<file path="src/rtl/ssd_scan_driver_if.sv">
// Display-side bundle for ssd_scan_driver.
// master = game/state logic, slave = the scan driver itself.
interface ssd_scan_driver_if #(
  parameter int NUM_DIGITS = 4
);
  logic [4*NUM_DIGITS-1:0] value;
  logic [NUM_DIGITS-1:0]   dp_in;
  logic [NUM_DIGITS-1:0]   blank_in;
  logic                    load;
  logic [6:0]              seg;
  logic                    dp;
  logic [NUM_DIGITS-1:0]   an;
  logic                    frame_done;

  modport master (
    output value,
    output dp_in,
    output blank_in,
    output load,
    input  seg,
    input  dp,
    input  an,
    input  frame_done
  );

  modport slave (
    input  value,
    input  dp_in,
    input  blank_in,
    input  load,
    output seg,
    output dp,
    output an,
    output frame_done
  );
endinterface

</file>
<file path="src/rtl/ssd_scan_driver.sv">
// Time-multiplexed 7-segment scan driver, double-buffered on frame edges.
// Optional: SSD_LEADING_ZERO_BLANK_EN auto-blanks leading zero digits.
module ssd_scan_driver #(
  parameter int NUM_DIGITS  = 4,
  parameter int REFRESH_DIV = 100000,
  parameter int ACTIVE_LOW  = 1
) (
  input logic clk,
  input logic reset,
  ssd_scan_driver_if.slave bus
);

  localparam int CW = $clog2(REFRESH_DIV);
  localparam int IW =
    (NUM_DIGITS > 1) ? $clog2(NUM_DIGITS) : 1;
  localparam logic POL = (ACTIVE_LOW != 0);

  typedef struct packed {
    logic [4*NUM_DIGITS-1:0] val;
    logic [NUM_DIGITS-1:0]   dp;
    logic [NUM_DIGITS-1:0]   blk;
  } buf_t;

  logic [CW-1:0]         div_q, div_d;
  logic [IW-1:0]         idx_q, idx_d;
  buf_t                  sh_q, sh_d;
  buf_t                  disp_q, disp_d;
  buf_t                  live;
  logic                  pend_q, pend_d;
  logic                  fd_q, fd_d;
  logic [6:0]            seg_q, seg_d;
  logic                  dp_q, dp_d;
  logic [NUM_DIGITS-1:0] an_q, an_d;

  logic                  tc, fb;
  logic [3:0]            nib;
  logic                  blk_sel, dp_sel, lz_sel;
  logic [NUM_DIGITS-1:0] lz;
  logic [NUM_DIGITS-1:0] onehot;

  function automatic logic [6:0] dec(
    input logic [3:0] n
  );
    logic [6:0] s;
    unique case (n)
      4'h0: s = 7'h3F;
      4'h1: s = 7'h06;
      4'h2: s = 7'h5B;
      4'h3: s = 7'h4F;
      4'h4: s = 7'h66;
      4'h5: s = 7'h6D;
      4'h6: s = 7'h7D;
      4'h7: s = 7'h07;
      4'h8: s = 7'h7F;
      4'h9: s = 7'h6F;
      4'hA: s = 7'h77;
      4'hB: s = 7'h7C;
      4'hC: s = 7'h39;
      4'hD: s = 7'h5E;
      4'hE: s = 7'h79;
      4'hF: s = 7'h71;
      default: s = 7'h00;
    endcase
    return s;
  endfunction

  assign live.val = bus.value;
  assign live.dp  = bus.dp_in;
  assign live.blk = bus.blank_in;

  assign tc = (div_q == CW'(REFRESH_DIV - 1));
  assign fb = tc && (idx_q == IW'(NUM_DIGITS - 1));

  always_comb begin
    div_d = tc ? '0 : div_q + 1'b1;
    idx_d = idx_q;
    if (tc) begin
      idx_d = fb ? '0 : idx_q + 1'b1;
    end
    fd_d = fb;
  end

  // A load landing on the frame edge bypasses the shadow entirely.
  always_comb begin
    sh_d   = sh_q;
    disp_d = disp_q;
    pend_d = pend_q;
    if (bus.load) begin
      sh_d   = live;
      pend_d = 1'b1;
    end
    if (fb) begin
      if (bus.load) begin
        disp_d = live;
        pend_d = 1'b0;
      end else if (pend_q) begin
        disp_d = sh_q;
        pend_d = 1'b0;
      end
    end
  end

  always_comb begin
    lz = '0;
`ifdef SSD_LEADING_ZERO_BLANK_EN
    begin
      logic zab;
      zab = 1'b1;
      for (int i = NUM_DIGITS - 1; i > 0; i--) begin
        zab = zab &
          (disp_q.val[4*i +: 4] == 4'h0);
        lz[i] = zab;
      end
    end
`endif
  end

  always_comb begin
    nib     = 4'h0;
    blk_sel = 1'b0;
    dp_sel  = 1'b0;
    lz_sel  = 1'b0;
    onehot  = '0;
    for (int i = 0; i < NUM_DIGITS; i++) begin
      if (idx_q == IW'(i)) begin
        nib       = disp_q.val[4*i +: 4];
        blk_sel   = disp_q.blk[i];
        dp_sel    = disp_q.dp[i];
        lz_sel    = lz[i];
        onehot[i] = 1'b1;
      end
    end
  end

  // Auto-blank hides the glyph only; the dp survives.
  always_comb begin
    seg_d = dec(nib);
    if (blk_sel || lz_sel) begin
      seg_d = 7'h00;
    end
    dp_d = dp_sel && !blk_sel;
    seg_d = seg_d ^ {7{POL}};
    dp_d  = dp_d ^ POL;
    an_d  = onehot ^ {NUM_DIGITS{POL}};
  end

  always_ff @(posedge clk or posedge reset) begin
    if (reset) begin
      div_q  <= '0;
      idx_q  <= '0;
      sh_q   <= '0;
      disp_q <= '0;
      pend_q <= 1'b0;
      fd_q   <= 1'b0;
      seg_q  <= {7{POL}};
      dp_q   <= POL;
      an_q   <= {NUM_DIGITS{POL}};
    end else begin
      div_q  <= div_d;
      idx_q  <= idx_d;
      sh_q   <= sh_d;
      disp_q <= disp_d;
      pend_q <= pend_d;
      fd_q   <= fd_d;
      seg_q  <= seg_d;
      dp_q   <= dp_d;
      an_q   <= an_d;
    end
  end

  assign bus.seg        = seg_q;
  assign bus.dp         = dp_q;
  assign bus.an         = an_q;
  assign bus.frame_done = fd_q;

endmodule

</file>
<file path="src/flat_wrapper.sv">
// flat-port wrapper written by rule: the top's interface ports become plain ports
module ssd_scan_driver_flat 
#(
  parameter int NUM_DIGITS  = 4,
  parameter int REFRESH_DIV = 100000,
  parameter int ACTIVE_LOW  = 1
)
  (clk, reset, bus_value, bus_dp_in, bus_blank_in, bus_load, bus_seg, bus_dp, bus_an, bus_frame_done);
  ssd_scan_driver_if #(.NUM_DIGITS(NUM_DIGITS)) bus_i ();
  input logic clk;
  input logic reset;
  input wire logic [$bits(bus_i.value)-1:0] bus_value;
  input wire logic [$bits(bus_i.dp_in)-1:0] bus_dp_in;
  input wire logic [$bits(bus_i.blank_in)-1:0] bus_blank_in;
  input wire logic [$bits(bus_i.load)-1:0] bus_load;
  output wire logic [$bits(bus_i.seg)-1:0] bus_seg;
  output wire logic [$bits(bus_i.dp)-1:0] bus_dp;
  output wire logic [$bits(bus_i.an)-1:0] bus_an;
  output wire logic [$bits(bus_i.frame_done)-1:0] bus_frame_done;
  assign bus_i.value = bus_value;
  assign bus_i.dp_in = bus_dp_in;
  assign bus_i.blank_in = bus_blank_in;
  assign bus_i.load = bus_load;
  assign bus_seg = bus_i.seg;
  assign bus_dp = bus_i.dp;
  assign bus_an = bus_i.an;
  assign bus_frame_done = bus_i.frame_done;
  ssd_scan_driver #(.NUM_DIGITS(NUM_DIGITS), .REFRESH_DIV(REFRESH_DIV), .ACTIVE_LOW(ACTIVE_LOW)) u_core (.clk(clk), .reset(reset), .bus(bus_i));
endmodule
</file>
<file path="config.mk">
export PLATFORM = sky130hd
export DESIGN_NAME = ssd_scan_driver_flat
export DESIGN_NICKNAME = d
export VERILOG_FILES = /design/src/rtl/ssd_scan_driver_if.sv /design/src/rtl/ssd_scan_driver.sv /design/src/flat_wrapper.sv
export SDC_FILE = /design/constraint.sdc
export NUM_CORES = 1
export LEC_CHECK = 0
export BUFFER_PORTS_ARGS = -buffer_cell sky130_fd_sc_hd__buf_4
export CORE_ASPECT_RATIO = 0.6
export CORE_MARGIN = 2
export CORE_UTILIZATION = 35
export CTS_CLUSTER_SIZE = 24
export DETAILED_ROUTE_END_ITERATION = 8
export PLACE_DENSITY = 0.52
export REMOVE_ABC_BUFFERS = 1
export SLEW_MARGIN = 5
export SYNTH_ARGS = -nofsm -noshare
export SYNTH_HDL_FRONTEND = slang
export SYNTH_SLANG_ARGS = --single-unit
</file>
<file path="constraint.sdc">
create_clock -name clk -period 2.9 [get_ports clk]
set_clock_uncertainty 0.2 [all_clocks]
set_input_delay 0.145 -clock clk [delete_from_list [all_inputs] [get_ports clk]]
set_output_delay 0.145 -clock clk [all_outputs]
set_load 0.02 [all_outputs]
</file>
==> key figures, run 1 <==
Synth
  • Main flop type after synthesis: sky130_fd_sc_hd__dfrtp_1
  • Yosys reg bits: 81
  • Cells after Synth: 277
  • Sequential area share after synthesis: 57.4%
  • Number of distinct library cell variants in the gate-level netlist after synthesis: 45
  • Top-area cell type share of the netlist area: 48.5%
  • Synth top area cells: sky130_fd_sc_hd__dfrtp_1 (49%), sky130_fd_sc_hd__dfstp_2 (8.9%), sky130_fd_sc_hd__mux2_2 (8.9%)
  • Post-synth EDFFs: 0
  • Yosys warning count: 0
  • Async SR Flop Fraction: 100%
  • Synth Cell Area: 0.00356 sq mm
  • Avg Inst Size Synth: 12.8 sq um
  • Cell accounting for the most synthesized area: sky130_fd_sc_hd__dfrtp_1

Status
  • Result of the run: finished clean

Finish
  • Diodes inserted: 0
  • Layout cell share with drive strength beyond 1: 29.3%
  • Post-route core utilization: 46.5%
  • Final nets: 388
  • Final instance area: 0.00460 sq mm
  • Area added between synthesis and finish: 29.2%

Flow run
  • Number of max-cap violations: 0

Route
  • Final Routed Wirelength: 7.18 mm
  • Detailed-route DRC error count: 0
  • Detailed-route via count: 2,297
  • DR vias/cell: 4.69
  • Drt first pass iters: 6
  • ANT nets after route: 0
  • DRC violation total after the first TritonRoute iteration: 57
  • Routed wirelength normalized by instance count: 14.7 microns

Global routing
  • Overall overflow remaining after global route: 0
  • Vias in the first global route: 2,281
  • Wire length of the first global-routing pass: 12.2 mm
  • Number of antenna violations at the first check in global routing: 0
  • All-layer global routing usage: 14.9%
  • Largest net degree at the start of global routing: 50

Floorplanning
  • Vertical extent of the die: 82.1 microns
  • Full die area: 0.0110 sq mm
  • Initial Utilization: 36.0%
  • Die width: 134 microns
  • # IOs: 40
  • Standard-cell rows: 28
  • Core region area: 0.00988 sq mm

Critical path
  • Data required time of the worst path: 2970 ps
  • Worst Setup Path Type: reg -> reg
  • Arrival time worst endpoint: 2630 ps
  • Critical Path End Type: flip-flop
  • Critical-path maximum fanout: 8
  • Startpoint kind of the worst setup timing path: flip-flop
  • Slack of the worst reg-to-reg path: 340 ps

Clock tree
  • Insertion delay to the later sink of the worst-skew pair: 340 ps
  • Register clock-pin slew on the reported worst setup and hold paths: 60 ps
  • Clock tree root driver cell: sky130_fd_sc_hd__clkbuf_16
  • Post-CTS Setup Bufs: 0
  • Clock tree buffer depth: 2
  • H-tree depth: 3
  • Inserted Clock Buffers: 9
  • Clock tree from TritonCTS: yes
  • TritonCTS sink count: 81

STA
  • Final slew viol count: 0
  • Finish-stage setup viols: 0
  • Final critical delay including setup and external delays: 2560 ps
  • Slew of the pin with the lowest slew margin: 663 ps
  • Top achievable clock speed: 390 MHz
  • Setup repair after global routing missed its margin: no
  • Max_slew headroom: 55.4%
  • Total negative slack for setup checks: 0 ps
  • Endpoints failing hold: 0
  • Period Utilization, post-route: 88.3%

Placement
  • RD Place Congestion: 0.771
  • Placement Cell Area: 0.00403 sq mm
  • # port buffers: 39
  • HPWL Detailed: 5.00 mm

Worst hold path
  • Class of the tightest hold or removal check: in -> reg

Pwr
  • Maximum vdd ir drop: 0.306 mV
  • Overall power of the completed layout: 0.00246 W
  • Power per Cell Area: 535 mW/mm^2
  • Static Leak: 2.09 nW
[layout make-up]
type	count	area, sq um
timing repair buffer	70	601
multi-input combinational	178	1440
clock buffer	14	274
inverter	10	38.8
clock inverter	2	35.0
sequential	81	2040
tap	135	169
fill	908	5280
[per-stage QoR]
stage	cells	hold WS [ps]	setup slack [ps]
6_report	490	144	339
5_1_grt	490	158	30.3
4_1_cts	490	141	256
3_5_place_dp	449	42.4	270
3_3_place_gp	449	33.0	384
2_1_floorplan	269	109	29.5
[timing repair]
item,CTS,global route
endpoints found under the hold margin,71,0
setup endpoints to repair,0,2
hold buffers,25,0
resized for setup,0,1
[synth_stat cells (all sizes together), types with 4 or more instances]
cell type / number
buf: 5
dfrtp: 69
dfstp: 12
ha: 11
inv: 9
mux2: 48
mux2i: 4
nand2: 22
nand3: 13
nor2: 12
nor3: 4
o21ai: 6
o221ai: 4
xnor2: 11
xor2: 4
[layer usage]
metal  up-vias  share of wire, %  global-route usage [%]
li1       1138                 -                       -
met1      1098                56                    21.8
met2        50                38                    19.7
met3        11               5.2                    5.19
met4         0               1.4                    6.00
met5         -                 0                       0
[state kept, by name, indices dropped and copies added (netlist names), 2 cells and up]
signal,flops
u_core.bus.an,4
u_core.bus.seg,7
u_core.disp_q,24
u_core.div_q,17
u_core.idx_q,2
u_core.sh_q,24
[final timing paths]
kind,start,endpoint,cells past startpoint
worst max-delay path,u_core.idx_q[0],u_core.bus.seg[3],9
worst min-delay path,bus_load,u_core.sh_q[2],2
worst max register to register,u_core.idx_q[0],u_core.bus.seg[3],9
worst min register to register,u_core.div_q[0],u_core.div_q[0],1
max in group asynchronous,reset,u_core.bus.dp,4
min in group asynchronous,reset,u_core.sh_q[2],3
[kinds of logic after synthesis]
kind of cell    count (synthesis)  synth area share (%)
flops                          81                  57.4
compound gates                 27                  5.34
buf+inv                        18                  2.36
xor+xnor                       15                  3.69
fa+ha+maj                      11                  3.87
mux                            52                  16.3
simple gates                   73                  11.0
[cells in the final DEF, fill, tap and decap left out, types with 6 or more instances in the layout]
cell type,instances
sky130_fd_sc_hd__buf_4,44
sky130_fd_sc_hd__clkbuf_16,9
sky130_fd_sc_hd__xnor2_1,11
sky130_fd_sc_hd__inv_1,8
sky130_fd_sc_hd__dlygate4sd3_1,25
sky130_fd_sc_hd__mux2_2,28
sky130_fd_sc_hd__mux2_1,20
sky130_fd_sc_hd__nor2_1,12
sky130_fd_sc_hd__nand3_1,13
sky130_fd_sc_hd__dfstp_2,12
sky130_fd_sc_hd__ha_1,11
sky130_fd_sc_hd__dfrtp_1,69
sky130_fd_sc_hd__nand2_1,22
sky130_fd_sc_hd__o21ai_0,6
[critical path, cell delays in order, from the launching register on]
cell and delay, ps:
sky130_fd_sc_hd__dfrtp_1 380, sky130_fd_sc_hd__ha_1 280, sky130_fd_sc_hd__clkinv_1 340, sky130_fd_sc_hd__o22ai_1 310
sky130_fd_sc_hd__a31oi_2 110, sky130_fd_sc_hd__inv_1 190, sky130_fd_sc_hd__ha_1 200, sky130_fd_sc_hd__o21ai_0 80
sky130_fd_sc_hd__and4b_1 220, sky130_fd_sc_hd__a41oi_1 170
[report_power, final]
| group | leakage, nW | internal, W | switching, W |
|---|---|---|---|
| Sequential | 1.01 | 0.00116 | 0.00000705 |
| Combinational | 0.924 | 0.0000772 | 0.0000560 |
| Clock | 0.153 | 0.000736 | 0.000421 |
Note: power is estimated with default switching activity, not from simulation.
==> run 2: changes to the inputs <==
--- a/config.mk
+++ b/config.mk
@@ -11,7 +11,7 @@
 export CORE_UTILIZATION = 35
 export CTS_CLUSTER_SIZE = 24
 export DETAILED_ROUTE_END_ITERATION = 8
-export PLACE_DENSITY = 0.52
+export PLACE_DENSITY = 0.58
 export REMOVE_ABC_BUFFERS = 1
 export SLEW_MARGIN = 5
 export SYNTH_ARGS = -nofsm -noshare
==> run 2 against run 1 <==
  * Clock-buffer cell count shrank 2
  * Maximum frequency shrank 4.6%
  * Routed wire length grew 0.32%
  * Clock power grew 15%
  * Largest power group is now clock
  * Cell area grew 0.68%
  * Critical endpoint is now u_core.bus.seg[0]
  * Critical path type unchanged
  * Worst setup slack lost 120 ps
  * Sequential power is essentially flat
==> key figures, run 2 (synthesized netlist as in run 1, its figures left out) <==
Critical path
  • Largest stage delay, worst path: 380 ps
  • Slack of the worst reg-to-reg path: 210 ps
  • Critical-path maximum fanout: 8
  • Worst Setup Path Type: reg -> reg
  • R2r endpoint: u_core.bus.seg[0]
  • Cells along the critical path: ha_1 > clkinv_1 > o21a_1 > a22o_1 > inv_1 > ha_1 > nor3_1 > o31ai_1
  • Data required time of the worst path: 2920 ps
  • Reg2reg start: u_core.idx_q[0]
  • Critical Path End Type: flip-flop
  • Slowest stage cell on the critical path: sky130_fd_sc_hd__dfrtp_1
  • Critical path buffers and inverters: 2
  • Startpoint kind of the worst setup timing path: flip-flop
  • Arrival time worst endpoint: 2700 ps
  • Worst r2r path cells: 8
  • Kind of cell with the highest combined delay on the critical path: compound AO/OA/AOI/OAI gates
  • Most frequent CP cell: sky130_fd_sc_hd__ha_1

Clock tree
  • Clock tree from TritonCTS: yes
  • Post-CTS Setup Bufs: 0
  • H-tree depth: 3
  • Insertion delay to the later sink of the worst-skew pair: 340 ps
  • Clock tree buffer depth: 2
  • Register clock-pin slew on the reported worst setup and hold paths: 60 ps
  • Clock tree root driver cell: sky130_fd_sc_hd__clkbuf_16
  • Inserted Clock Buffers: 9
  • TritonCTS sink count: 81

Route
  • DR vias/cell: 4.82
  • Detailed-route via count: 2,351
  • Detailed-route DRC error count: 0
  • DRC violation total after the first TritonRoute iteration: 116
  • Final Routed Wirelength: 7.21 mm
  • Drt first pass iters: 4
  • Routed wirelength normalized by instance count: 14.8 microns
  • ANT nets after route: 0

Finish
  • Commonest cells after routing, fill and taps aside: sky130_fd_sc_hd__dfrtp_1 (69), sky130_fd_sc_hd__buf_4 (42), sky130_fd_sc_hd__mux2_2 (28), sky130_fd_sc_hd__dlygate4sd3_1 (25), sky130_fd_sc_hd__nand2_1 (22)
  • Number of inserted filler cells in the final layout: 938
  • Final instance area: 0.00463 sq mm
  • Area added between synthesis and finish: 30.1%
  • Layout cell share with drive strength beyond 1: 29.2%
  • Final nets: 386
  • Diodes inserted: 0
  • Registers with the highest flip-flop counts: u_core.disp_q (24), u_core.sh_q (24), u_core.div_q (17)
  • Most common cell after layout, fill and taps aside: sky130_fd_sc_hd__dfrtp_1

STA
  • Final slew viol count: 0
  • Period Utilization, post-route: 92.6%
  • Max_slew headroom: 44.6%
  • Endpoints failing hold: 0
  • Final critical delay including setup and external delays: 2690 ps
  • Finish-stage setup viols: 0
  • Top achievable clock speed: 372 MHz
  • Slew of the pin with the lowest slew margin: 823 ps

Floorplanning
  • # IOs: 40
  • Vertical extent of the die: 82.1 microns
  • Initial Utilization: 36.0%
  • Die width: 134 microns
  • Core region area: 0.00988 sq mm
  • Full die area: 0.0110 sq mm
  • Standard-cell rows: 28

Pwr
  • Power per Cell Area: 569 mW/mm^2
  • Static Leak: 2.10 nW
  • Overall power of the completed layout: 0.00263 W
  • Maximum vdd ir drop: 0.330 mV

Global routing
  • All-layer global routing usage: 14.5%
  • Overall overflow remaining after global route: 0
  • Number of antenna violations at the first check in global routing: 0
  • Largest net degree at the start of global routing: 49
  • Wire length of the first global-routing pass: 12.0 mm
  • Vias in the first global route: 2,330

Worst hold path
  • Destination of the worst hold path: u_core.sh_q[11]
  • Count of cells along the worst hold path: 2
  • Class of the tightest hold or removal check: in -> reg
  • Hold path startpoint: bus_load

Status
  • Result of the run: finished clean

Placement
  • RD Place Congestion: 0.822
  • Placement Cell Area: 0.00402 sq mm
  • # port buffers: 39
  • HPWL Detailed: 5.00 mm

Flow run
  • Number of max-cap violations: 0
==> run 2: cell count changes in the layout (fill, tap and decap cells not counted), sizes merged <==
cell and delta:
bufinv +2, clkbuf -2, buf -2
==> run 2: area by class of cell <==
type                    instances  area, sq um  share of cell area [%]
repair buffers                 68          586                    12.6
inverters                      10         38.8                   0.838
clock inverters                 4         98.8                    2.14
clock buffers                  12          256                    5.54
flip-flops and latches         81         2040                    44.1
multi-input cells             178         1440                    31.1
well taps                     135          169                    3.65
==> run 2: through the flow <==
| stage | setup WS, ps | utilization, % | std cells | setup TNS, ps | hold slack, ps |
|---|---|---|---|---|---|
| final | 215 | 46.9 | 488 | 0 | 154 |
| after global placement | 240 | 40.7 | 447 | 0 | 42.9 |
| after CTS | 203 | 46.8 | 488 | 0 | 145 |
| after detailed placement | 223 | 40.7 | 447 | 0 | 48.0 |
| after global routing | -31.9 | 46.9 | 488 | -31.9 | 166 |
| after floorplan | 29.5 | - | 269 | 0 | 109 |
==> run 2: how the worst max path moves through the flow <==
stage / cells past startpoint / to / startpoint / slack [ps]
6_report: 8 / u_core.bus.seg[0] / u_core.idx_q[0] / 210
4_1_cts: 8 / u_core.bus.seg[3] / u_core.idx_q[0] / 200
3_3_place_gp: 9 / u_core.bus.seg[3] / u_core.idx_q[1] / 240
3_5_place_dp: 8 / u_core.bus.seg[3] / u_core.idx_q[0] / 220
5_1_grt: 8 / u_core.bus.seg[0] / u_core.idx_q[1] / -30
2_1_floorplan: 6 / u_core.disp_q[0] / u_core.div_q[0] / 30
==> run 2: what timing repair did <==
action / in CTS / in global routing
endpoints found under the hold margin: 65 / 0
hold buffers: 25 / 0
gates resized for setup: 0 / 1
endpoints found under the setup margin: 0 / 1
==> run 2: routing by layer <==
layer / GRT usage, % / up-vias / part of all wire, %
li1: - / 1125 / -
met1: 21.7 / 1166 / 55
met2: 19.6 / 52 / 39
met3: 4.33 / 8 / 4.3
met4: 5.37 / 0 / 1.4
met5: 0 / - / 0
==> run 2: power breakdown <==
group          leakage (nW)  switching [W]  internal [W]  total (W)
sequential             1.01     0.00000754       0.00116    0.00117
combinational         0.915      0.0000592     0.0000774   0.000137
clock                 0.173       0.000436      0.000890    0.00133
==> run 2: worst register-to-register path: cells and delay by family, from the launching register on <==
kind / cells / cell delay (ps)
flops: 1 / 380
compound gates: 3 / 820
fa+ha+maj: 2 / 570
simple gates: 1 / 90
buf+inv: 2 / 510
==> run 3: changes to the inputs <==
--- a/config.mk
+++ b/config.mk
@@ -11,7 +11,7 @@
 export CORE_UTILIZATION = 35
 export CTS_CLUSTER_SIZE = 24
 export DETAILED_ROUTE_END_ITERATION = 8
-export PLACE_DENSITY = 0.58
+export PLACE_DENSITY = 0.62
 export REMOVE_ABC_BUFFERS = 1
 export SLEW_MARGIN = 5
 export SYNTH_ARGS = -nofsm -noshare
==> run 3 against run 2 <==
  * Cell count grew 0.20%
  * Maximum frequency increased by 4.5%
  * Clock-buffer cell count is 2 lower
  * Critical path depth unchanged
  * Flip-flop and latch count did not move
  * First-iteration DRC count fell by 11%
  * Sequential share of layout area is 0.29 points higher
  * Register-to-register slack better by 120 ps
==> key figures, run 3 (synthesized netlist as in run 1, its figures left out) <==
Critical path
  • Arrival time worst endpoint: 2590 ps
  • Data required time of the worst path: 2930 ps
  • Critical path buffers and inverters: 2
  • Cells along the critical path: inv_1 > ha_1 > nand2_1 > o21ai_0 > a22o_1 > inv_1 > ha_1 > o311ai_0
  • Worst Setup Path Type: reg -> reg
  • Critical path endpoint: u_core.bus.seg[2]
  • Launch point of the critical path: u_core.idx_q[0]
  • Critical Path End Type: flip-flop
  • R2r endpoint: u_core.bus.seg[2]
  • Kind of cell with the highest combined delay on the critical path: compound AO/OA/AOI/OAI gates
  • Reg2reg start: u_core.idx_q[0]
  • Startpoint kind of the worst setup timing path: flip-flop
  • Largest stage delay, worst path: 400 ps
  • Logic depth of the worst setup path including buffers: 8
  • Critical-path maximum fanout: 7
  • Worst r2r path cells: 8
  • Slack of the worst reg-to-reg path: 330 ps
  • Slowest stage cell on the critical path: sky130_fd_sc_hd__dfrtp_1

Route
  • Drt first pass iters: 4
  • Final Routed Wirelength: 6.94 mm
  • Detailed-route via count: 2,306
  • DRC violation total after the first TritonRoute iteration: 103
  • Routed wirelength normalized by instance count: 14.2 microns
  • DR vias/cell: 4.72
  • ANT nets after route: 0
  • Detailed-route DRC error count: 0

STA
  • Total negative slack for setup checks: 0 ps
  • Final slew viol count: 0
  • Slew of the pin with the lowest slew margin: 589 ps
  • Endpoints failing hold: 0
  • Setup repair after global routing missed its margin: no
  • Finish-stage setup viols: 0
  • Least setup slack across all paths after layout: 331 ps
  • Top achievable clock speed: 389 MHz
  • Max_slew headroom: 60.4%
  • Period Utilization, post-route: 88.6%
  • Final critical delay including setup and external delays: 2570 ps

Clock tree
  • Inserted Clock Buffers: 9
  • TritonCTS sink count: 81
  • Clock tree from TritonCTS: yes
  • Post-CTS Setup Bufs: 0
  • Register clock-pin slew on the reported worst setup and hold paths: 60 ps
  • Clock tree buffer depth: 2
  • Insertion delay to the later sink of the worst-skew pair: 340 ps
  • Clock tree root driver cell: sky130_fd_sc_hd__clkbuf_16
  • H-tree depth: 3

Placement
  • Setup Slack @ Placement: 262 ps
  • RD Place Congestion: 0.818
  • # port buffers: 39
  • HPWL Detailed: 4.83 mm

Floorplanning
  • Vertical extent of the die: 82.1 microns
  • Initial Utilization: 36.0%
  • # IOs: 40
  • Standard-cell rows: 28
  • Die width: 134 microns
  • Core region area: 0.00988 sq mm
  • Full die area: 0.0110 sq mm

Finish
  • Registers with the highest flip-flop counts: u_core.disp_q (24), u_core.sh_q (24), u_core.div_q (17)
  • Diodes inserted: 0
  • Commonest cells after routing, fill and taps aside: sky130_fd_sc_hd__dfrtp_1 (69), sky130_fd_sc_hd__buf_4 (43), sky130_fd_sc_hd__mux2_2 (28), sky130_fd_sc_hd__dlygate4sd3_1 (25), sky130_fd_sc_hd__nand2_1 (22)
  • Final nets: 387
  • Area added between synthesis and finish: 29.3%
  • Layout cell share with drive strength beyond 1: 29.9%
  • Most common cell after layout, fill and taps aside: sky130_fd_sc_hd__dfrtp_1

Worst hold path
  • Class of the tightest hold or removal check: in -> reg
  • Count of cells along the worst hold path: 2

Flow run
  • Number of max-cap violations: 0

Global routing
  • Largest net degree at the start of global routing: 82
  • Number of antenna violations at the first check in global routing: 0
  • Vias in the first global route: 2,318
  • Wire length of the first global-routing pass: 11.8 mm
  • All-layer global routing usage: 14.2%
  • Overall overflow remaining after global route: 0

Pwr
  • Maximum vdd ir drop: 0.292 mV
  • Relative contribution of the clock network to total power: 47.2%
  • Switching Power: 0.000529 W
  • Internal power of the cells: 0.00194 W
  • Sequential Power Share: 47.4%
  • Switching power as a share of total power: 21.4%
  • Power per Cell Area: 537 mW/mm^2
  • Comb power frac: 5.4%
  • Static Leak: 2.09 nW

Status
  • Result of the run: finished clean
run 3: metal layers:
| metal | vias to the layer above | wire length, microns | global-route usage (%) |
|---|---|---|---|
| met2 | 57 | 2730 | 19.4 |
| met1 | 1117 | 3730 | 20.8 |
| met3 | 7 | 413 | 5.25 |
| met5 | - | 0 | 0 |
| met4 | 0 | 56 | 4.11 |
| li1 | 1125 | - | - |
run 3: how the worst min path moves through the flow:
stage / from / end / slack (ps)
final: bus_load / u_core.sh_q[20] / 150
after global routing: bus_load / u_core.sh_q[10] / 160
after CTS: bus_load / u_core.sh_q[11] / 140
after detailed placement: reset / u_core.div_q[12] / 70
after global placement: reset / u_core.div_q[13] / 70
after floorplan: bus_blank_in[0] / u_core.sh_q[0] / 110
run 3: power groups by stage:
| stage | Clock, W | Combinational [W] | Sequential [W] |
|---|---|---|---|
| global placement | 0 | 0.000109 | 0.00119 |
| floorplan | 0 | 0.0000575 | 0.00119 |
| finish | 0.00117 | 0.000134 | 0.00117 |
| CTS | 0.00120 | 0.000139 | 0.00117 |
| global route | 0.00125 | 0.000151 | 0.00117 |
| detailed placement | 0 | 0.000111 | 0.00119 |
run 3: per-stage QoR:
stage,cell area [sq um],std cells,total power (W),hold WS [ps],utilization (%)
floorplan,3510,269,0.00125,109,-
detailed placement,4030,448,0.00130,74.4,40.7
CTS,4590,489,0.00251,140,46.5
finish,4600,489,0.00247,148,46.6
global route,4600,489,0.00258,156,46.6
global placement,4030,448,0.00130,68.6,40.7
run 3: final cells by class:
| class | instances | area [sq um] |
|---|---|---|
| flip-flops and latches | 81 | 2040 |
| clock inverters | 6 | 75.1 |
| fillers | 924 | 5280 |
| clock buffers | 10 | 239 |
| multi-input cells | 178 | 1440 |
| well taps | 135 | 169 |
| repair buffers | 69 | 593 |
| inverters | 10 | 42.5 |
run 3: repair_timing:
action / 4_1_cts / 5_1_grt
hold endpoints to repair: 113 / 0
hold buffers: 25 / 0
gates resized for setup: 0 / 2
setup endpoints to repair: 0 / 1
